[config.mk]
export PLATFORM = sky130hd
export DESIGN_NAME = uart_clk_gen
export DESIGN_NICKNAME = d
export VERILOG_FILES = /design/src/rtl/uart_clk_gen.sv
export SDC_FILE = /design/constraint.sdc
export NUM_CORES = 1
export LEC_CHECK = 0
export BUFFER_PORTS_ARGS = -buffer_cell sky130_fd_sc_hd__buf_2
export CORE_ASPECT_RATIO = 0.75
export CORE_MARGIN = 8
export CORE_UTILIZATION = 55
export DETAILED_ROUTE_END_ITERATION = 16
export MAX_ROUTING_LAYER = met4
export PLACE_DENSITY = 0.75
export SLEW_MARGIN = 20
export SYNTH_ARGS = -nofsm -noshare
export SYNTH_HDL_FRONTEND = slang
export SYNTH_SLANG_ARGS = --single-unit
[constraint.sdc]
create_clock -name clk -period 5.7 [get_ports clk]
set_clock_uncertainty 0.1 [all_clocks]
set_input_delay 0.285 -clock clk [delete_from_list [all_inputs] [get_ports clk]]
set_output_delay 0.285 -clock clk [all_outputs]
set_load 0.01 [all_outputs]
[src/rtl/uart_clk_gen.sv]
// uart_clk_gen: baud-rate enable generator for the UART TX/RX engines.
// Produces a one-clock tx_clk_en strobe per bit period and a one-clock
// rx_clk_en strobe OVERSAMPLE times per bit period, from a baud table
// selected by baud_rate. Divisors are rounded to nearest and clamped to 2.
module uart_clk_gen #(
    parameter int CLK_FREQ        = 50_000_000,
    parameter int OVERSAMPLE      = 16,
    parameter int BAUD_RATES [16] = '{300, 600, 1200, 2400, 4800, 9600, 14400, 19200,
                                      28800, 38400, 57600, 76800, 115200, 230400,
                                      460800, 921600}
) (
    input  logic       clk,
    input  logic       arst,
    input  logic       active,
    input  logic [3:0] baud_rate,
    output logic       tx_clk_en,
    output logic       rx_clk_en
);

    // Rounded divisor for table entry idx at os strobes per bit, never below 2.
    function automatic int calc_div(input int idx, input int os);
        longint b;
        longint d;
        b = longint'(BAUD_RATES[idx]) * longint'(os);
        d = (longint'(CLK_FREQ) + b / 2) / b;
        if (d < 2) d = 2;
        return int'(d);
    endfunction

    // Largest divisor in the table, used to size the counters.
    function automatic int max_div(input int os);
        int m;
        m = 2;
        for (int i = 0; i < 16; i++) begin
            if (calc_div(i, os) > m) m = calc_div(i, os);
        end
        return m;
    endfunction

    localparam int TX_W = $clog2(max_div(1));
    localparam int RX_W = $clog2(max_div(OVERSAMPLE));

    // Terminal counts (DIV-1) so the counter width only has to hold 0..DIV-1.
    logic [TX_W-1:0] tx_term [16];
    logic [RX_W-1:0] rx_term [16];

    for (genvar g = 0; g < 16; g++) begin : g_div
        assign tx_term[g] = TX_W'(calc_div(g, 1) - 1);
        assign rx_term[g] = RX_W'(calc_div(g, OVERSAMPLE) - 1);
    end

    logic [3:0]      baud_q;
    logic [TX_W-1:0] tx_cnt;
    logic [RX_W-1:0] rx_cnt;
    logic            baud_chg;
    logic            hold;

    // A baud change restarts both periods; inactive holds everything at 0.
    // Deasserting active and a baud change both win over a terminal count.
    assign baud_chg = (baud_rate != baud_q);
    assign hold     = !active || baud_chg;

    // Track the selected baud index one cycle behind to detect changes.
    always_ff @(posedge clk or posedge arst) begin
        if (arst) begin
            baud_q <= 4'd0;
        end else begin
            baud_q <= baud_rate;
        end
    end

    // TX divider: count 0..DIV-1, strobe registered in the cycle after DIV-1.
    always_ff @(posedge clk or posedge arst) begin
        if (arst) begin
            tx_cnt    <= '0;
            tx_clk_en <= 1'b0;
        end else if (hold) begin
            tx_cnt    <= '0;
            tx_clk_en <= 1'b0;
        end else if (tx_cnt == tx_term[baud_q]) begin
            tx_cnt    <= '0;
            tx_clk_en <= 1'b1;
        end else begin
            tx_cnt    <= tx_cnt + TX_W'(1);
            tx_clk_en <= 1'b0;
        end
    end

    // RX divider: same scheme at the oversampled rate, independent phase.
    always_ff @(posedge clk or posedge arst) begin
        if (arst) begin
            rx_cnt    <= '0;
            rx_clk_en <= 1'b0;
        end else if (hold) begin
            rx_cnt    <= '0;
            rx_clk_en <= 1'b0;
        end else if (rx_cnt == rx_term[baud_q]) begin
            rx_cnt    <= '0;
            rx_clk_en <= 1'b1;
        end else begin
            rx_cnt    <= rx_cnt + RX_W'(1);
            rx_clk_en <= 1'b0;
        end
    end

endmodule

After elaboration in Yosys (flattened, before gate mapping):

Memories as Yosys holds them, arrays and structs flattened.
Cells that the tools add are included.

* $add $sub $neg: 2
* $lt $le $gt $ge: 1
* eq/ne operators: 3
* multiplexer cells: 12
* bitwise operators: 1
* reductions and logical operators: 2

Operators with widths (count)
* 18-bit two-way mux: 4
* 14-bit two-way mux: 4
* 18-bit by 1-bit adder with 18-bit output, second input constant: 1
* 18-bit == test: 1
* 14-bit by 1-bit adder with 14-bit output, second input constant: 1
* 14-bit == test: 1
* 5-bit greater-or-equal comparator, second input constant: 1
* 4-bit inverter with 5-bit output: 1
* 1-bit two-way mux: 4
* 4-bit inequality test: 1
* 1-bit logical NOT: 1
* 1-bit logical OR: 1

* register bits after elaboration: 38
* memory bits (read-only): 512
* input port bits: 7
* output and inout port bits: 2
* word-level logic and storage cells: 28
* memories: 2

Memory list
* (no name shown): words 16, width 18, rd ports 1, clocked after Yosys merged registers in 0, wr ports 0, RTL line 80 `end else if (tx_cnt == tx_term[baud_q]) begin`
* (no name shown): words 16, width 14, rd ports 1, clocked after Yosys merged registers in 0, wr ports 0, RTL line 97 `end else if (rx_cnt == rx_term[baud_q]) begin`

Depth between registers and ports, before layout:

* depth in word-level cells: 7
* mapped depth: 11
* gate-level depth less buffers: 9

Least setup slack after synthesis:

Ideal clock, no wire load.

* kind: flip-flop to flip-flop
* from: register baud_q[1]
* to: register tx_cnt[7]
* data arrival time: 2.726 ns
* setup slack: 2.756 ns
* cell stages (with the launch flop): 11
* path buffers: 2
* period minus slack after synthesis: 2.944 ns
* cell sequence: dfrtp_1 inv_1 ha_1 buf_4 mux4_1 xnor2_1 nor4_1 nand3_1 o31ai_4 buf_6 nor2_1

* cells in the longest elaborated chain, start to end: 7
* elaborated cells on any way between the ends: 9
* those cells by class: eq/ne (2); mux (4); bitwise (1); reduce/logical (1); memory (1)

RTL lines
* from (decl): RTL line 52 `logic [3:0] baud_q;`
* from (signal assigned): RTL line 68 `baud_q <= baud_rate;`
* 4-bit inverter with 5-bit output (implied by the code): RTL line 80
* memory read 16 x 18 bit
* 18-bit two-way mux (implied by the code) (2 in a row): RTL line 80
* 18-bit == test: RTL line 80
* 18-bit two-way mux: RTL line 80
* 18-bit two-way mux (*): RTL line 77 `end else if (hold) begin`
* to (signal assigned): RTL line 84 `tx_cnt <= tx_cnt + TX_W'(1);`
* to (decl): RTL line 53 `logic [TX_W-1:0] tx_cnt;`

Every way passes the cells marked *; elsewhere a longest branch is shown, timed or not. The select of a mux whose other input is x is not followed.

Worst setup path after layout:

* from: register baud_q[0]
* to: register tx_cnt[15]

Same word-level chain as after synthesis.

==> flow_metrics.tcl <==
set metrics [dict create \
    ys_top_cells_by_count "nor2_1 (51), dfrtp_1 (38), xor2_1 (35)" \
    hold_buffers 0 \
    layout.area.seq_um2 950.9 \
    grt_pass1_wl_um 10030 \
    tightest_slew_ns 0.7913 \
    core-area_um2 4845 \
    post-route-drc-count 0 \
    grt.met1_usage 0.2182 \
    reg2regPathDepth 8 \
    finalMaxSlewViolations 0 \
    synth.largest_area_cell "dfrtp_1" \
    p_seq_frac 0.425 \
    numPortBuffers 8 \
    synth_xor_area_frac 0.1824 \
    yosysWarningCount 0 \
    place_ws_ns 2.073 \
    crit_type "reg -> reg" \
    p_per_area_nw_per_um2 222.7 \
    finalSetupTns_ns 0 \
    critPathLaunchType "flip-flop" \
    avgSynthCellArea_um2 9.061 \
    yosysTopAreaCellShare 0.3475 \
    synth_compound_area_frac 0.07682 \
    placed_cells 359 \
    cts_buffer_depth 2 \
    fin_util 0.6046 \
    ys_types 45 \
    synth_top_family_by_area "simple AND/OR/NAND/NOR gates" \
    slew_headroom 0.4725 \
    violations "hold timing" \
    antenna_cells 0 \
    worst_slack_ns 2.058 \
    ios 9 \
    synth-async-reset-ratio 1.000 \
    stdcell_count 367 \
    wl_per_cell_um 15.82 \
    ys_top_cells_by_area "dfrtp_1 (35%), xor2_1 (11%), xnor2_1 (7.0%)" \
    layout.nets 325 \
    rr_startpoint "baud_q[0]$_DFF_PP0_" \
    end_kind "flip-flop" \
    period_minus_slack_ns 3.642 \
    combPwrFrac 0.132 \
    rrSetupSlack_ns 2.06 \
    clock.fmax_mhz 274.6 \
    cellInternalPower_mw 0.4937 \
    drive_gt1_frac 0.09121 \
    yosys.area_share.simple 0.2259 \
    synthAdderAreaFrac 0.05487 \
    finalSetupViolCount 0 \
    initial_utilization 0.5648 \
    grt_util_met3 0.03491 \
    first_iter_violations 166 \
    crit_fanout 17 \
    status "finished with violations" \
    total_power_mw 0.6523 \
    cts_resized 0 \
    num_rows 22 \
    area_growth_pct 7.042 \
    grt_max_degree 39 \
    ctsRootBufferMaster "clkbuf_8" \
    wirelength_um 5805 \
    fp.dieH_um 77.09 \
    dp_hpwl_um 4159 \
    synth_mux_area_frac 0.06950 \
    fillerInstances 396 \
    syn_inst 302 \
    post_cts_buffers 0 \
    viasPerCell 5.768 \
    ys_ff_latch 38 \
    ys.flop_type "dfrtp_1" \
    first_pass_iters 4 \
    gp_congestion 0.9283 \
    irDropWorstVdd_v 0.0001594 \
    path_clk_slew_ns 0.08 \
    dieArea_um2 7512 \
    critPathRequiredTime_ns 5.75 \
    clkLatencyLatePin_ns 0.29 \
    final-hold-violation-count 26 \
    drv_cap 0 \
    hold_ws_ns -0.006741 \
    syn_area_um2 2736 \
    worstPathArrival_ns 3.69 \
    overflow 0 \
    p_leak_nw 1.291 \
    r2r_end "tx_cnt[15]$_DFF_PP0_" \
    vias 2117 \
    rsz0062_at_grt "false" \
    power.clock.fraction 0.443 \
    clock-sinks 38 \
    grtUsageTotal 0.1639 \
    yosysMostFrequentCell "nor2_1" \
    tritoncts "built" \
    grt_use_met2 0.2373 \
    cts-buffers-inserted 5 \
    gr-max-usage-layer "met2" \
    grt_pass1_vias 2057 \
    h-tree-depth 2 \
    power_switching_mw 0.1586 \
    syn_nets 321 \
    p_sw_frac 0.2431 \
    synth_edf_count 0 \
    antenna_left 0 \
    ys_seq_area_frac 0.3475 \
    finalInstanceArea_um2 2929 \
    die_width_um 97.45 \
    fin_crit_sh 0.6389 \
    antenna_found_initial 0 \
    hold_path.class "in -> async" \
    place_area_um2 2786 \
    multi_input_area_um2 1668 \
]
## area by class of cell
type | instances | share of cell area
Clock buffer | 6 | 0.02819
Clock inverter | 2 | 0.02050
Inverter | 10 | 0.01282
Multi-Input combinational cell | 241 | 0.5694
Sequential cell | 38 | 0.3246
Tap cell | 60 | 0.02563
Timing Repair Buffer | 10 | 0.01880
## cell families after synthesis
group,count (synthesis)
compound gates,32
xor+xnor,57
fa+ha+maj,12
buf+inv,23
flops,38
mux,13
simple gates,127
## power groups by stage
stage	logic (mW)	clock network [mW]	registers (mW)
6_report	0.0860	0.289	0.277
5_1_grt	0.0955	0.299	0.278
4_1_cts	0.0856	0.290	0.277
3_5_place_dp	0.0846	0	0.283
3_3_place_gp	0.0828	0	0.282
2_1_floorplan	0.0725	0	0.279
## placed cells by master, fill, tap and decap left out, drive strengths merged, types with 6 or more instances in the layout
master   n
a21oi   10
and3    10
buf     10
clkbuf   6
dfrtp   38
ha      12
inv      9
mux2i    7
nand2   21
nand3   13
nand4    6
nor2    51
o21ai    8
xnor2   22
xor2    35
## layer usage
metal / vias to the layer above / share of wire
li1: 1036 / -
met1: 983 / 0.49
met2: 84 / 0.43
met3: 14 / 0.056
met4: 0 / 0.017
met5: - / 0
## worst max path at each step
stage | startpoint | to | slack [ns] | cells past startpoint
6_report | baud_q[0]$_DFF_PP0_ | tx_cnt[15]$_DFF_PP0_ | 2.06 | 8
5_1_grt | baud_q[0]$_DFF_PP0_ | tx_cnt[5]$_DFF_PP0_ | 1.72 | 8
4_1_cts | baud_q[0]$_DFF_PP0_ | tx_cnt[15]$_DFF_PP0_ | 2.08 | 8
3_5_place_dp | baud_q[0]$_DFF_PP0_ | tx_cnt[15]$_DFF_PP0_ | 2.07 | 8
3_3_place_gp | baud_q[0]$_DFF_PP0_ | tx_cnt[11]$_DFF_PP0_ | 2.25 | 8
2_1_floorplan | baud_q[1]$_DFF_PP0_ | tx_cnt[7]$_DFF_PP0_ | 2.76 | 10
## flip-flops by register name, summed over array words and instances, names as in the netlist
register / flops
tx_clk_en: 1
baud_q: 4
tx_cnt: 18
rx_cnt: 14
rx_clk_en: 1
## worst max-delay path: stages, from the launching register on
cell and delay (ns):
dfrtp_1 0.66, inv_1 0.23, ha_1 0.46, mux4_1 0.56, xnor2_1 0.14, nor4_1 0.38
nand3_1 0.19, o31ai_4 0.64, nor2_1 0.13
No activity file was read; power rests on OpenSTA's default activity.
